===== src/rtl/mmv_output_gather_if.sv =====
// AXI-stream style channel (data, valid, ready) shared by the input and output
// sides of mmv_output_gather.
interface mmv_output_gather_if #(
    parameter int DW = 8
);
    logic [DW-1:0] tdata;
    logic          tvalid;
    logic          tready;

    modport master (output tdata, output tvalid, input tready);
    modport slave  (input tdata, input tvalid, output tready);
endinterface


===== src/rtl/mmv_output_gather.sv =====
// Packs MMV consecutive output pixels into one MMV-lane word per channel fold,
// using two ping-pong banks so one pixel group fills while the other drains.
module mmv_output_gather #(
    parameter int PE           = 1,
    parameter int OP_PRECISION = 8,
    parameter int MMV          = 2,
    parameter int CHANNELS     = 2,
    parameter int OFMWidth     = 6,
    parameter int OFMHeight    = 6
) (
    input  logic                  clk,
    input  logic                  resetn,
    mmv_output_gather_if.slave    ip_axis,
    mmv_output_gather_if.master   op_axis
);
    localparam int W    = PE * OP_PRECISION;
    localparam int FOLD = CHANNELS / PE;
    localparam int NPIX = OFMWidth * OFMHeight;
    localparam int FW   = (FOLD > 1) ? $clog2(FOLD) : 1;
    localparam int LW   = (MMV > 1) ? $clog2(MMV) : 1;
    localparam int PW   = (NPIX > 1) ? $clog2(NPIX) : 1;
    localparam int NW   = $clog2(MMV + 1);

    logic [W-1:0]     mem_r [2][MMV][FOLD];
    logic [1:0]       full_r;
    logic [NW-1:0]    nl_r [2];

    logic             wsel_r;
    logic [LW-1:0]    wl_r;
    logic [FW-1:0]    wf_r;
    logic [PW-1:0]    wpix_r;

    logic             rsel_r;
    logic [FW-1:0]    rf_r;
    logic             op_tvalid_r;
    logic [MMV*W-1:0] op_tdata_r;

    logic             ip_accept_s;
    logic             wlast_fold_s;
    logic             close_s;
    logic             load_s;
    logic             rlast_s;
    logic             rdone_s;
    logic [1:0]       set_mask_s;
    logic [1:0]       clr_mask_s;
    logic [MMV*W-1:0] load_data_s;

    assign ip_axis.tready = resetn & ~full_r[wsel_r];
    assign ip_accept_s    = ip_axis.tvalid & ip_axis.tready;
    assign wlast_fold_s   = (wf_r == FW'(FOLD - 1));
    // A group closes on its last fold, either when all lanes are used or the frame ends.
    assign close_s        = ip_accept_s & wlast_fold_s &
                            ((wl_r == LW'(MMV - 1)) | (wpix_r == PW'(NPIX - 1)));

    assign load_s         = full_r[rsel_r] & (~op_tvalid_r | op_axis.tready);
    assign rlast_s        = (rf_r == FW'(FOLD - 1));
    assign rdone_s        = load_s & rlast_s;

    // Set and clear always target different banks, so they merge without priority.
    assign set_mask_s     = close_s ? (wsel_r ? 2'b10 : 2'b01) : 2'b00;
    assign clr_mask_s     = rdone_s ? (rsel_r ? 2'b10 : 2'b01) : 2'b00;

    assign op_axis.tvalid = op_tvalid_r;
    assign op_axis.tdata  = op_tdata_r;

    // Bank storage: one entry written per accepted input word.
    always_ff @(posedge clk) begin
        if (ip_accept_s) begin
            mem_r[wsel_r][wl_r][wf_r] <= ip_axis.tdata;
        end
    end

    // Write-side lane/fold/pixel counters and bank select.
    always_ff @(posedge clk) begin
        if (!resetn) begin
            wsel_r <= 1'b0;
            wl_r   <= '0;
            wf_r   <= '0;
            wpix_r <= '0;
        end else if (ip_accept_s) begin
            if (wlast_fold_s) begin
                wf_r   <= '0;
                wpix_r <= (wpix_r == PW'(NPIX - 1)) ? '0 : wpix_r + 1'b1;
                if (close_s) begin
                    wl_r   <= '0;
                    wsel_r <= ~wsel_r;
                end else begin
                    wl_r   <= wl_r + 1'b1;
                end
            end else begin
                wf_r <= wf_r + 1'b1;
            end
        end
    end

    // Bank full flags and the number of valid lanes captured at group close.
    always_ff @(posedge clk) begin
        if (!resetn) begin
            full_r   <= 2'b00;
            nl_r[0]  <= '0;
            nl_r[1]  <= '0;
        end else begin
            full_r <= (full_r | set_mask_s) & ~clr_mask_s;
            if (close_s) begin
                nl_r[wsel_r] <= NW'(wl_r) + NW'(1'b1);
            end
        end
    end

    // Gather one fold across all lanes of the read bank, zeroing unused lanes.
    always_comb begin
        load_data_s = '0;
        for (int j = 0; j < MMV; j++) begin
            if (NW'(j) < nl_r[rsel_r]) begin
                load_data_s[j*W +: W] = mem_r[rsel_r][j][rf_r];
            end else begin
                load_data_s[j*W +: W] = '0;
            end
        end
    end

    // Output register and read-side fold counter / bank select.
    always_ff @(posedge clk) begin
        if (!resetn) begin
            rsel_r      <= 1'b0;
            rf_r        <= '0;
            op_tvalid_r <= 1'b0;
            op_tdata_r  <= '0;
        end else if (load_s) begin
            op_tdata_r  <= load_data_s;
            op_tvalid_r <= 1'b1;
            if (rlast_s) begin
                rf_r   <= '0;
                rsel_r <= ~rsel_r;
            end else begin
                rf_r   <= rf_r + 1'b1;
            end
        end else if (op_tvalid_r & op_axis.tready) begin
            op_tvalid_r <= 1'b0;
        end
    end
endmodule


===== src/flat_wrapper.sv =====
// flat-port wrapper written by rule: the top's interface ports become plain ports
module mmv_output_gather_flat 
#(
    parameter int PE           = 1,
    parameter int OP_PRECISION = 8,
    parameter int MMV          = 2,
    parameter int CHANNELS     = 2,
    parameter int OFMWidth     = 6,
    parameter int OFMHeight    = 6
)
  (clk, resetn, ip_axis_tdata, ip_axis_tvalid, ip_axis_tready, op_axis_tdata, op_axis_tvalid, op_axis_tready);
  mmv_output_gather_if #(.DW((PE * OP_PRECISION))) ip_axis_i ();
  mmv_output_gather_if #(.DW((MMV * (PE * OP_PRECISION)))) op_axis_i ();
  input  logic clk;
  input  logic resetn;
  input wire logic [$bits(ip_axis_i.tdata)-1:0] ip_axis_tdata;
  input wire logic [$bits(ip_axis_i.tvalid)-1:0] ip_axis_tvalid;
  output wire logic [$bits(ip_axis_i.tready)-1:0] ip_axis_tready;
  output wire logic [$bits(op_axis_i.tdata)-1:0] op_axis_tdata;
  output wire logic [$bits(op_axis_i.tvalid)-1:0] op_axis_tvalid;
  input wire logic [$bits(op_axis_i.tready)-1:0] op_axis_tready;
  assign ip_axis_i.tdata = ip_axis_tdata;
  assign ip_axis_i.tvalid = ip_axis_tvalid;
  assign ip_axis_tready = ip_axis_i.tready;
  assign op_axis_tdata = op_axis_i.tdata;
  assign op_axis_tvalid = op_axis_i.tvalid;
  assign op_axis_i.tready = op_axis_tready;
  mmv_output_gather #(.PE(PE), .OP_PRECISION(OP_PRECISION), .MMV(MMV), .CHANNELS(CHANNELS), .OFMWidth(OFMWidth), .OFMHeight(OFMHeight)) u_core (.clk(clk), .resetn(resetn), .ip_axis(ip_axis_i), .op_axis(op_axis_i));
endmodule

===== config.mk =====
export PLATFORM = sky130hd
export DESIGN_NAME = mmv_output_gather_flat
export DESIGN_NICKNAME = d
export VERILOG_FILES = /design/src/rtl/mmv_output_gather_if.sv /design/src/rtl/mmv_output_gather.sv /design/src/flat_wrapper.sv
export SDC_FILE = /design/constraint.sdc
export NUM_CORES = 1
export LEC_CHECK = 0
export ABC_AREA = 0
export CAP_MARGIN = 20
export CORE_AREA = 2 2 84 86
export DETAILED_ROUTE_END_ITERATION = 12
export DIE_AREA = 0 0 86 88
export PLACE_DENSITY = 0.85
export SLEW_MARGIN = 20
export SYNTH_ARGS = -nofsm -noshare
export SYNTH_HDL_FRONTEND = slang
export SYNTH_SLANG_ARGS = --single-unit

===== constraint.sdc =====
create_clock -name clk -period 3.5 [get_ports clk]
set_input_delay 0.7 -clock clk [delete_from_list [all_inputs] [get_ports clk]]
set_output_delay 0.7 -clock clk [all_outputs]
set_load 0.005 [all_outputs]

== After elaboration in Yosys (flattened, before gate mapping) ==
Memory sizes are Yosys's and may differ from the RTL's. A register that Yosys moved wholly into a read port is not among the register bits.
Cells that the tools add are included.

* Flip-flop bits (word level): 30
* Bits in writable memories: 68
* Input bits: 12
* Memories kept: 2

* Add/subtract/negate cells: 5
* Magnitude comparators: 9
* Equality and inequality tests: 1
* Mux-type cells: 39
* Bitwise gates (word level): 19
* Reductions and logical operators: 7

{| class="wikitable"
|+ Memories
! name !! words !! width !! rd ports !! clocked after Yosys merged registers in !! wr ports !! RTL line !! text
|-
| u_core.mem_r || 2 || 32 || 1 || 1 || 1 || mmv_output_gather.sv:24 || <nowiki>logic [W-1:0] mem_r [2][MMV][FOLD];</nowiki>
|-
| u_core.nl_r || 2 || 2 || 1 || 1 || 2 || mmv_output_gather.sv:26 || <nowiki>logic [NW-1:0] nl_r [2];</nowiki>
|}

{| class="wikitable"
|+ Operator list
! operator !! count
|-
| $mux 8 || 9
|-
| $mux 32 || 1
|-
| $mux 1 || 20
|-
| $demux 16 s1 || 1
|-
| $mux 16 || 1
|-
| $mux 2 || 5
|-
| $demux 8 s1 || 1
|-
| $and 1x1->1 || 7
|-
| $add 6x1->6 const B || 1
|-
| $eq 6x6->1 const B || 1
|-
| $ge 2x2->1 const B || 3
|-
| $mux 6 || 1
|-
| $not 1->2 || 3
|-
| $lt 1x2->1 const A || 2
|-
| $lt 1x2->1 const B || 2
|-
| $lt 2x1->1 const B || 2
|-
| $not 1->1 || 4
|-
| $reduce_and 2->1 || 2
|-
| $add 1x1->1 const B || 3
|-
| $reduce_and 3->1 || 1
|-
| $add 1x1->2 const B || 1
|-
| $and 2x2->2 || 1
|-
| $logic_and 1x1->1 || 2
|-
| $not 2->2 || 1
|-
| other kinds (4) || 5
|}

== Longest topological paths before layout ==
* Word-level depth: 12
* Mapped depth: 6
* Depth with buffers taken out: 6

== Least setup slack after synthesis ==
OpenSTA, ideal clock, no wires.

* Path type: input to register
* Start: input resetn
* End: memory u_core.mem_r[0][24] (netlist bit), enable pin
* Arrival time: 2,036 ps
* Setup slack: 1,080 ps
* Cell stages on the path: 4
* Path buffers: 1
* Path through: buf_4 -> inv_1 -> or4_4 -> nor3_1

* Word-level cells in the longest chain between the ends: 4

{| class="wikitable"
|+ RTL lines
! item !! RTL line !! text
|-
| start: declaration || flat_wrapper.sv:15 || <nowiki>input logic resetn;</nowiki>
|-
| $and 1x1->1 || mmv_output_gather.sv:48 || <nowiki>assign ip_axis.tready = resetn & ~full_r[wsel_r];</nowiki>
|-
| $and 1x1->1 || mmv_output_gather.sv:49 || <nowiki>assign ip_accept_s = ip_axis.tvalid & ip_axis.tready;</nowiki>
|-
| $mux 1 || mmv_output_gather.sv:68 || <nowiki>if (ip_accept_s) begin</nowiki>
|-
| $mux 32 (not written as such) || mmv_output_gather.sv:69 || <nowiki>mem_r[wsel_r][wl_r][wf_r] <= ip_axis.tdata;</nowiki>
|-
| end: declaration || mmv_output_gather.sv:24 ||
|}

No other way between the ends.

== Worst setup path in the final report ==
* Start: register u_core.wsel_r
* End: output ip_axis_tready

* Word-level cells in the longest chain between the ends: 4

{| class="wikitable"
|+ RTL lines
! item !! RTL line !! text
|-
| start: declaration || mmv_output_gather.sv:28 || <nowiki>logic wsel_r;</nowiki>
|-
| start signal: assignment || mmv_output_gather.sv:86 || <nowiki>wsel_r <= ~wsel_r;</nowiki>
|-
| $mux 1 (not written as such) (2 in series) || mmv_output_gather.sv:48 ||
|-
| $not 1->1 || mmv_output_gather.sv:48 ||
|-
| $and 1x1->1 || mmv_output_gather.sv:48 ||
|-
| end: declaration || flat_wrapper.sv:18 || <nowiki>output wire logic [$bits(ip_axis_i.tready)-1:0] ip_axis_tready;</nowiki>
|}

No other way between the ends. The select of a mux whose other input is x is not followed.

==> impl_results.md <==
- Status: completed
- CTS Buf Count: 9
- Max-cap viol count: 0
- Fin crit share: 80.1%
- Syn nets: 286
- Root buf cell: clkbuf_8
- Router iterations before antenna repair: 4
- VDD IR max: 0.280 mV
- Seq/Total Area, Yosys: 66.1%
- Num Clock Sinks: 99
- Syn Inst Count: 271
- Dpl cells: 373
- Flops & latches, synth: 99
- All-Layer GR Usage: 21.1%
- Fin crit period: 2800 ps
- Hold path startpoint: u_core.op_axis.tdata[2]
- Warnings from Yosys: 0
- CP Launch Point: u_core.wsel_r
- Min-Delay Path Class: reg2reg
- DR DRC count: 0
- Synth Flop Type: edfxtp_1
- Vias in the first global route: 2254
- Worst-skew pair later-pin latency: 370 ps
- Final Instance Count excl. Fillers: 389
- Hold_buf cts: 0
- Die area: 0.00757 mm^2
- Die height: 88 um
- Post-synth cell types: 42
- Share of layout cells above drive strength 1: 17.2%
- Setup slack, reg-to-reg: 1250 ps
- Commonest cells after routing, fill and taps aside: edfxtp_1 (68), dfxtp_1 (31), clkdlybuf4s50_1 (29), nand2_1 (24), mux4_2 (16)
- Reg2reg end: u_core.mem_r[0][31]
- Clock Path Buffers: 2
- Routability cong.: 0.850
- Final nets: 319
- Resized Gates After CTS: 0
- Critical Path End Type: output port
- Die Width: 86 um
- CP arrival: 2100 ps
- Pwr Density: 471 mW/mm^2
- Final setup violation count: 0
- Netlist Area Pre-Place: 0.00403 mm^2
- Clock skew: 12.9 ps
- Wirelength, routed: 7.25 mm
- H-Tree Depth: 3
- Syn Area/Cell: 14.9 um^2
- Core area: 0.00664 mm^2
- Reg2Reg Depth: 4
- Relative slew slack: 33.6%
- Worst Path Max Fanout: 13
- Grt total ovfl: 0
- Post-route ant nets: 0
- Worst EP required: 2800 ps
- First-pass GRT wire length: 11.7 mm
- Sum Neg Setup Slack: 0 ps
- Worst hold path stage count: 2
- Max Clock Freq: 357 MHz
- Post-CTS setup buffer count: 0
- P_leak: 1.52 nW
- Initial Util: 60.6%
- Initial antenna violation count: 0
- Synthesis-to-layout area growth: 14.9%
- Worst r2r src: u_core.wsel_r
- Startpoint class of the critical path: register
- WL per Instance: 18.6 um
- Setup CP Type: reg2out
- Initial DRC count: 224
- Post-synth EDFFs: 68
- Commonest non-fill, non-tap cell in the layout: edfxtp_1
- Port buffer count: 29
- Fin. Hold Viols: 0
- RSZ-0062 raised after global routing: false
- CTS tree: built
- Ys async rst share: 0%
- Via count: 2329
- Measured slew at the worst slew-check pin: 994 ps
- DP HPWL: 4.88 mm
- Site row count: 30
- Clock transition at path regs: 90 ps
- Hold-critical path endpoint: u_core.op_axis.tdata[2]
- Slew Viols, Final: 0
- Via density: 5.99
- IO Pins: 30
- Largest net degree at the start of global routing: 30
- Number of diodes: 0
-- worst max-delay path by stage --
stage,end,cells past startpoint
final,ip_axis_tready,3
after global placement,u_core.nl_r[1][0],5
after global routing,ip_axis_tready,3
after floorplan,u_core.mem_r[0][24],4
after detailed placement,u_core.nl_r[0][0],5
after CTS,ip_axis_tready,3
-- stage by stage --
stage	instance area [um^2]	setup slack (ps)	power, mW	utilization, %	hold WS, ps
global route	4630	620	2.24	69.6	500
CTS	4630	713	2.19	69.6	472
finish	4630	697	2.18	69.6	470
detailed placement	4400	757	1.40	66.3	455
floorplan	4030	1080	1.36	-	451
global placement	4400	804	1.40	66.3	442
-- state kept, by name (all words and copies together) (netlist names), named ones only --
| name | flops |
|---|---|
| u_core.mem_r | 64 |
| u_core.wpix_r | 6 |
| u_core.wl_r | 1 |
| u_core.op_axis.tdata | 16 |
| u_core.full_r | 2 |
| u_core.rf_r | 1 |
| u_core.rsel_r | 1 |
| u_core.op_axis.tvalid | 1 |
| u_core.wsel_r | 1 |
| u_core.nl_r | 4 |
| u_core.wf_r | 1 |
-- area by class of cell --
| cell class | count | area, um^2 |
|---|---|---|
| repair buffers | 39 | 365 |
| well taps | 80 | 100 |
| flip-flops and latches | 99 | 2660 |
| clock buffers | 10 | 128 |
| multi-input cells | 140 | 1220 |
| inverters | 15 | 56.3 |
| fillers | 452 | 2020 |
| clock inverters | 6 | 96.3 |
-- per-layer routing --
layer | wire [um] | global-route usage, % | vias to the layer above
met4 | 145 | 8.95 | 0
met5 | 0 | 0 | -
li1 | - | - | 1109
met2 | 3490 | 33.6 | 64
met3 | 290 | 4.52 | 11
met1 | 3320 | 28.5 | 1145
-- synth_stat cells (all sizes together) (4+ instances only) --
cell	n	area (um^2)
o22ai	8	100
buf	10	63.8
mux4	16	360
nor3	4	20.0
nand4	12	75.1
o31ai	5	37.5
dfxtp	31	621
nand3	4	20.0
clkbuf	7	26.3
a21oi	4	20.0
edfxtp	68	2040
nor2	8	32.5
o211ai	5	37.5
nand2	24	90.1
inv	15	56.3
mux2i	12	120
-- cells by family after synthesis --
family                     synth area share, %
AOI/OAI and AO/OA                         6.99
buffers and inverters                     3.64
muxes                                     12.2
and+or+nand+nor                           10.1
adders and majority gates                0.932
DFF                                       66.1
-- worst max-delay path, cell delays in order (launching register included) --
cell and delay [ps]:
dfxtp_1 610, mux2_2 500, nor2_1 120, clkdlybuf4s50_1 510
-- power by group --
group	internal (mW)	leakage, nW	total, mW	switching (mW)
clock network	0.411	0.109	0.805	0.394
logic	0.0375	0.538	0.0893	0.0518
registers	1.27	0.870	1.29	0.0165
total	1.72	1.52	2.18	0.462
Power figures use the tool's default switching activity.
